**config.mk**
```make
export PLATFORM = sky130hd
export DESIGN_NAME = alu16_datapath
export DESIGN_NICKNAME = d
export VERILOG_FILES = /design/src/rtl/alu16_datapath.sv
export SDC_FILE = /design/constraint.sdc
export NUM_CORES = 1
export LEC_CHECK = 0
export BUFFER_PORTS_ARGS = -buffer_cell sky130_fd_sc_hd__buf_2
export CORE_MARGIN = 1.5
export CORE_UTILIZATION = 61
export DETAILED_ROUTE_END_ITERATION = 16
export PLACE_DENSITY = 0.78
export SLEW_MARGIN = 20
export SYNTH_ARGS = -nofsm -noshare
export SYNTH_HDL_FRONTEND = slang
export SYNTH_SLANG_ARGS = --single-unit
export TNS_END_PERCENT = 20
```
**constraint.sdc**
```tcl
create_clock -name clk -period 4.19 [get_ports clk]
set_input_delay 0.838 -clock clk [delete_from_list [all_inputs] [get_ports clk]]
set_output_delay 0.838 -clock clk [all_outputs]
set_load 0.005 [all_outputs]
```
**src/rtl/alu16_datapath.sv**
```systemverilog
// ALU16 datapath: A/Q/Q_1/M/CNT register file plus output register, driven by the
// 19-bit micro-op word from Control_Unit; status lines are decoded from registers only.
module alu16_datapath #(
    parameter int W        = 16,
    parameter int CNT_LAST = 15
) (
    input  logic         clk,
    input  logic         rst_b,
    input  logic [18:0]  c,
    input  logic [W-1:0] inbus,
    output logic [W-1:0] outbus,
    output logic         q0,
    output logic         q_1,
    output logic         a_16,
    output logic         cmp_cnt_m4,
    output logic [3:0]   cnt,
    output logic         ovf,
    output logic         err
);

    typedef enum logic [3:0] {
        A_HOLD, A_CLR, A_LOAD, A_ADD, A_SUB, A_AND, A_OR, A_XOR, A_RESTORE, A_SHR, A_SHL
    } a_op_e;

    a_op_e        a_op;
    logic [W:0]   a_r, a_n, m_ext, m_zx, sum, diff;
    logic [W-1:0] q_r, q_n, m_r, out_r;
    logic         q1_r, q1_n;
    logic [3:0]   cnt_r;
    logic         ovf_r, err_r, conflict;

    assign m_ext    = {m_r[W-1], m_r};
    assign m_zx     = {1'b0, m_r};
    assign sum      = a_r + m_ext;
    assign diff     = a_r - m_ext;
    assign conflict = $countones({c[16], c[10:3], c[0]}) > 1;

    // One winner among the A-writing bits; shifts also move Q/Q_1 only when they win.
    always_comb begin
        a_op = A_HOLD;
        if      (c[0])  a_op = A_CLR;
        else if (c[3])  a_op = A_LOAD;
        else if (c[4])  a_op = A_ADD;
        else if (c[5])  a_op = A_SUB;
        else if (c[6])  a_op = A_AND;
        else if (c[7])  a_op = A_OR;
        else if (c[8])  a_op = A_XOR;
        else if (c[16]) a_op = A_RESTORE;
        else if (c[9])  a_op = A_SHR;
        else if (c[10]) a_op = A_SHL;
    end

    always_comb begin
        a_n  = a_r;
        q_n  = q_r;
        q1_n = q1_r;
        case (a_op)
            A_CLR: begin
                a_n  = '0;
                q1_n = 1'b0;
            end
            A_LOAD:    a_n = {inbus[W-1], inbus};
            A_ADD:     a_n = sum;
            A_SUB:     a_n = diff;
            A_AND:     a_n = a_r & m_zx;
            A_OR:      a_n = a_r | m_zx;
            A_XOR:     a_n = a_r ^ m_zx;
            A_RESTORE: if (a_r[W]) a_n = sum;
            A_SHR: begin
                a_n  = {a_r[W], a_r[W:1]};
                q_n  = {a_r[0], q_r[W-1:1]};
                q1_n = q_r[0];
            end
            A_SHL: begin
                a_n = {a_r[W-1:0], q_r[W-1]};
                q_n = {q_r[W-2:0], 1'b0};
            end
            default: a_n = a_r;
        endcase
        if (c[1])       q_n    = inbus;
        else if (c[11]) q_n[0] = 1'b1;
        else if (c[18]) q_n[0] = ~a_r[W];
    end

    always_ff @(posedge clk or negedge rst_b) begin
        if (!rst_b) begin
            a_r   <= '0;
            q_r   <= '0;
            q1_r  <= 1'b0;
            m_r   <= '0;
            cnt_r <= '0;
            out_r <= '0;
            ovf_r <= 1'b0;
            err_r <= 1'b0;
        end else begin
            a_r  <= a_n;
            q_r  <= q_n;
            q1_r <= q1_n;
            if (c[2]) m_r <= inbus;
            if (c[0] || c[17]) cnt_r <= '0;
            else if (c[12])    cnt_r <= cnt_r + 4'd1;
            if      (c[13]) out_r <= a_r[W-1:0];
            else if (c[14]) out_r <= q_r;
            else if (c[15]) out_r <= m_r;
            if (a_op == A_CLR)
                ovf_r <= 1'b0;
            else if ((a_op == A_ADD || a_op == A_SUB) && (a_n[W] != a_n[W-1]))
                ovf_r <= 1'b1;
            if (c[0])          err_r <= 1'b0;
            else if (conflict) err_r <= 1'b1;
        end
    end

    assign outbus     = out_r;
    assign q0         = q_r[0];
    assign q_1        = q1_r;
    assign a_16       = a_r[W];
    assign cnt        = cnt_r;
    assign cmp_cnt_m4 = (cnt_r == 4'(CNT_LAST));
    assign ovf        = ovf_r;
    assign err        = err_r;

endmodule

```
* Word level (Yosys, flattened, before mapping)
Index checks and enable logic that the tools add are counted.
** Word-level totals
- Input port bits :: 37
- Register bits :: 72
- Output and inout port bits :: 26
** Cells by class
- Equality and inequality tests :: 13
- Add/subtract/negate cells :: 12
- Magnitude comparators :: 1
- Bitwise logic cells :: 4
- Reductions and logical operators :: 12
- Mux-type cells :: 27
** Operators with widths (number)
- one-hot mux 17 bit (10 select lines) :: 1
- 2-to-1 mux 16 bit :: 3
- 2-to-1 mux 4 bit :: 12
- one-hot mux 16 bit (2 select lines) :: 1
- adder 17 bit :: 1
- bitwise AND 17 x 16 -> 17 bit :: 1
- 2-to-1 mux 17 bit :: 1
- bitwise OR 17 x 16 -> 17 bit :: 1
- subtractor 17 bit :: 1
- bitwise XOR 17 x 16 -> 17 bit :: 1
- == test 4 x 3 -> 1 bit, second input constant :: 4
- == test 4 bit, second input constant :: 4
- 2-to-1 mux 15 bit :: 1
- adder 1 x 1 -> 2 bit :: 5
- nonzero test 10 bit :: 1
- == test 4 x 2 -> 1 bit, second input constant :: 2
- nonzero test 2 bit :: 4
- 2-to-1 mux 1 bit :: 7
- adder 2 x 2 -> 3 bit :: 2
- nonzero test 3 bit :: 2
- adder 4 x 2 -> 5 bit :: 1
- > comparator 5 x 1 -> 1 bit, second input constant :: 1
- nonzero test 5 bit :: 1
- adder 3 x 3 -> 4 bit :: 1
- other kinds (9) :: 10

* Depth between registers and ports, before layout
- Depth after elaboration :: 16
- Depth in mapped cells :: 13
- Depth with buffers taken out :: 13

* Worst setup path after synthesis
OpenSTA, ideal clock, no wires.
- Path type :: input port to flip-flop
- Start point :: input port c[0]
- End point :: register err_r (netlist: err)
- Slack :: 764 ps
- Arrival time :: 3305 ps
- Required time :: 4069 ps
- Stages on the path :: 12
- Cells stage by stage :: fa_1 > inv_1 > fa_1 > fa_1 > inv_1 > ha_1 > fa_1 > inv_1 > a2111oi_0 > a21oi_1 > nor3_1 > nor2_1
** On the way
- Cells in the longest elaborated chain, start to end :: 6
** RTL lines
- start, declared :: RTL line 9 : input logic [18:0] c,
- adder 1 x 1 -> 2 bit (not written as such) :: RTL line 36 : assign conflict = $countones({c[16], c[10:3], c[0]}) > 1;
- adder 2 x 2 -> 3 bit (not written as such) :: RTL line 36
- adder 3 x 3 -> 4 bit (not written as such) :: RTL line 36
- adder 4 x 2 -> 5 bit (not written as such) :: RTL line 36
- > comparator 5 x 1 -> 1 bit :: RTL line 36
- nonzero test 2 bit (no source line)
- end signal, assigned :: RTL line 94 : err_r <= 1'b0;
- end signal, assigned :: RTL line 109 : if (c[0]) err_r <= 1'b0;
- end signal, assigned :: RTL line 110 : else if (conflict) err_r <= 1'b1;
- end, declared :: RTL line 30 : logic ovf_r, err_r, conflict;
Parallel ways exist; a longest one is shown, timed or not.
A chain may end at the register's enable or synchronous reset.

* Final worst setup path
- Start point :: register a_r[11]
- End point :: register ovf_r (netlist: ovf)
** On the way
- Cells in the longest elaborated chain, start to end :: 6
** RTL lines
- start, declared :: RTL line 26 : logic [W:0] a_r, a_n, m_ext, m_zx, sum, diff;
- start signal, assigned :: RTL line 96 : a_r <= a_n;
- adder 17 bit :: RTL line 34 : assign sum = a_r + m_ext;
- 2-to-1 mux 17 bit :: RTL line 68 : A_RESTORE: if (a_r[W]) a_n = sum;
- one-hot mux 17 bit (10 select lines) (*) :: RTL line 57 : case (a_op)
- via a_n[15] :: RTL line 26
- != test 1 bit (*) :: RTL line 107 : else if ((a_op == A_ADD || a_op == A_SUB) && (a_n[W] != a_n[W-1]))
- logical AND 1 bit (*) :: RTL line 107
- nonzero test 2 bit (no source line) (*)
- end signal, assigned :: RTL line 93 : ovf_r <= 1'b0;
- end signal, assigned :: RTL line 106 : ovf_r <= 1'b0;
- end signal, assigned :: RTL line 108 : ovf_r <= 1'b1;
- end, declared :: RTL line 30
The timed path passes the listed nets; every way through them passes the cells marked *. The select of a mux whose other input is x is not followed.

==> impl_metrics.ini <==
[status]
status = completed

[power_and_ir_drop]
p_leak_uw = 0.00310
pwr_density_cell_nw_per_um2 = 486
ir_drop_mv = 0.312

[worst_setup_path]
required_ns = 4.47
crit_type = reg2reg
startpoint_type = flop
r2r-start = a_r[11]$_DFFE_PN0P_
crit_fanout = 12
end_kind = flop
reg2reg_slack_ns = 0.54
startpoint = a_r[11]$_DFFE_PN0P_
crit_arrival_ns = 3.93
r2r_cells = 10

[layout]
final_common_cell = nand2_1
syn2layout_area_growth_pct = 9.36
utilization_pct = 69.0
nets = 896
mostFrequentLayoutCells = nand2_1 (79), dfrtp_1 (72), nor2_1 (68), a21oi_1 (68), buf_2 (61)
diodes = 0
drive_gt1_share_pct = 13.7
design_area_um2 = 6740

[grt]
grt-ovfl-total = 0
antenna_found_initial = 0
grt_max_degree = 73
grt_pass1_vias = 5818
grt_usage_pct = 34.4
grt_pass1_wl_mm = 29.8

[die]
die-area_um2 = 10700
io_pins = 63
fp-row-count = 36
design.core.area_um2 = 9770
die_y_um = 104
fp.dieW_um = 104
start_util_pct = 63.1

[cts]
ctsResizeCount = 0
cts_sinks = 72
clockRootBuffer = clkbuf_8
tritoncts = built
cts_buffer_depth = 2
cts_hold_buffers = 0
cts_inserted_buffers = 9
cts-htree-levels = 3
insertion_delay_ns = 0.37
cts_setup_buffers = 0
cts.clk_slew.worst_paths_ns = 0.09

[hold_path]
hold_start = q_1$_DFFE_PN0P_
hold_class = reg2reg
min_path_cells = 2

[placement]
dpl_cell_area_um2 = 6540
port_buffers = 62
place.gp.congestion = 0.944
dpl.hpwl_mm = 13.1

[routing]
vias_per_cell = 6.54
route.vias.total = 6126
dr.pass1.iters = 7
drc = 0
antenna_left = 0
drt-wirelength-per-cell_um = 19.5
drtIter0Drc = 538
wl_mm = 18.2

[sta]
hold_violations = 0
setup_violations = 0
slew-limit-headroom_pct = 35.5
rsz0062_at_grt = no
setup_tns_ns = 0
finalCritPeriodShare_pct = 87.2
whs_ns = 0.541
slew_violations = 0
period_needed_ns = 3.65
skew_ns = 0.0133
fmax_ghz = 0.274
worstMarginPinSlew_ns = 0.967

[flow_run]
maxCapViolations = 0

[logic_synthesis]
synthFlopType = dfrtp_1
syn_area_um2 = 6160
ys_warn_count = 0
synthDistinctLibCells = 65
syn_avg_cell_area_um2 = 8.09
synth_cells = 762
synth-seq-cells = 72
synth_fp_nets = 858
synth-seq-area-share_pct = 29.2
synthArstFlopShare_pct = 100
synth_edf_count = 0
-- metrics by stage --
stage,power [uW],setup WS (ns),std cells
after global routing,3510,0.325,937
after global placement,2580,0.418,922
after floorplan,2190,0.764,762
after detailed placement,2620,0.288,922
final,3280,0.537,937
after CTS,3230,0.554,937
-- routing by layer --
| metal | wire length [um] | global-route usage [%] | vias up |
|---|---|---|---|
| met2 | 8090 | 51.8 | 315 |
| li1 | - | - | 2834 |
| met4 | 420 | 12.8 | 0 |
| met3 | 1760 | 5.66 | 34 |
| met5 | 0 | 0 | - |
| met1 | 7980 | 49.7 | 2943 |
-- synth_stat cells (10+ instances only) --
cell | n | area share, %
a21oi_1 | 68 | 5.5
a221oi_1 | 22 | 3.1
a22oi_1 | 15 | 1.8
clkbuf_1 | 40 | 2.4
dfrtp_1 | 72 | 29
ha_1 | 51 | 10
inv_1 | 55 | 3.3
mux2i_1 | 34 | 5.5
nand2_1 | 79 | 4.8
nand3_1 | 11 | 0.89
nor2_1 | 68 | 4.1
nor3_1 | 15 | 1.2
o211ai_1 | 20 | 2.4
o21ai_0 | 47 | 3.8
o21ai_1 | 31 | 2.5
o22ai_1 | 10 | 1.0
-- state kept, by name (all words and copies together), names as in the netlist --
register / cells
err: 1
m_r: 16
q_r: 16
outbus: 16
a_r: 17
cnt: 4
ovf: 1
q_1: 1
-- where the power goes --
part | internal, uW | leakage (uW) | switching (uW) | total (uW)
clock | 307 | 0.000106 | 292 | 599
combinational | 645 | 0.00210 | 996 | 1640
sequential | 832 | 0.000894 | 206 | 1040
total | 1780 | 0.00310 | 1490 | 3280
-- final cells by class --
cell class | instances | area, um^2
Sequential cell | 72 | 1800
Multi-Input combinational cell | 583 | 3940
Clock inverter | 4 | 52.6
Clock buffer | 11 | 151
Inverter | 59 | 221
Timing Repair Buffer | 75 | 410
Fill cell | 815 | 3030
Tap cell | 133 | 166
-- cells by family (layout without fill, tap and decap cells) --
kind of cell | after synthesis | in the layout | share of synthesized area, %
AO/OA/AOI/OAI | 275 | 275 | 28.9
AND/OR/NAND/NOR | 207 | 207 | 15.0
buffers and inverters | 107 | 149 | 7.25
flip-flops | 72 | 72 | 29.2
adder cells (fa/ha/maj) | 59 | 59 | 12.9
multiplexers | 34 | 34 | 5.52
XOR/XNOR | 8 | 8 | 1.14
-- path summary, 6_finish.rpt --
path	end
setup / recovery	ovf$_DFFE_PN0P_
hold / removal	q_1$_DFFE_PN0P_
setup reg to reg	ovf$_DFFE_PN0P_
hold reg to reg	q_1$_DFFE_PN0P_
max in group asynchronous	m_r[4]$_DFFE_PN0P_
min in group asynchronous	err$_DFFE_PN0P_
-- critical path: stages, from the launching register on --
cell and delay, ns:
dfrtp_1 0.46, inv_1 0.09, ha_1 0.45, or4_4 0.59, or3_1 0.37, o211ai_2 0.16
xnor2_1 0.09, a2111o_1 0.41, o32a_1 0.33, or4b_1 0.53, o221ai_1 0.08
(Power assumes the default switching activity.)
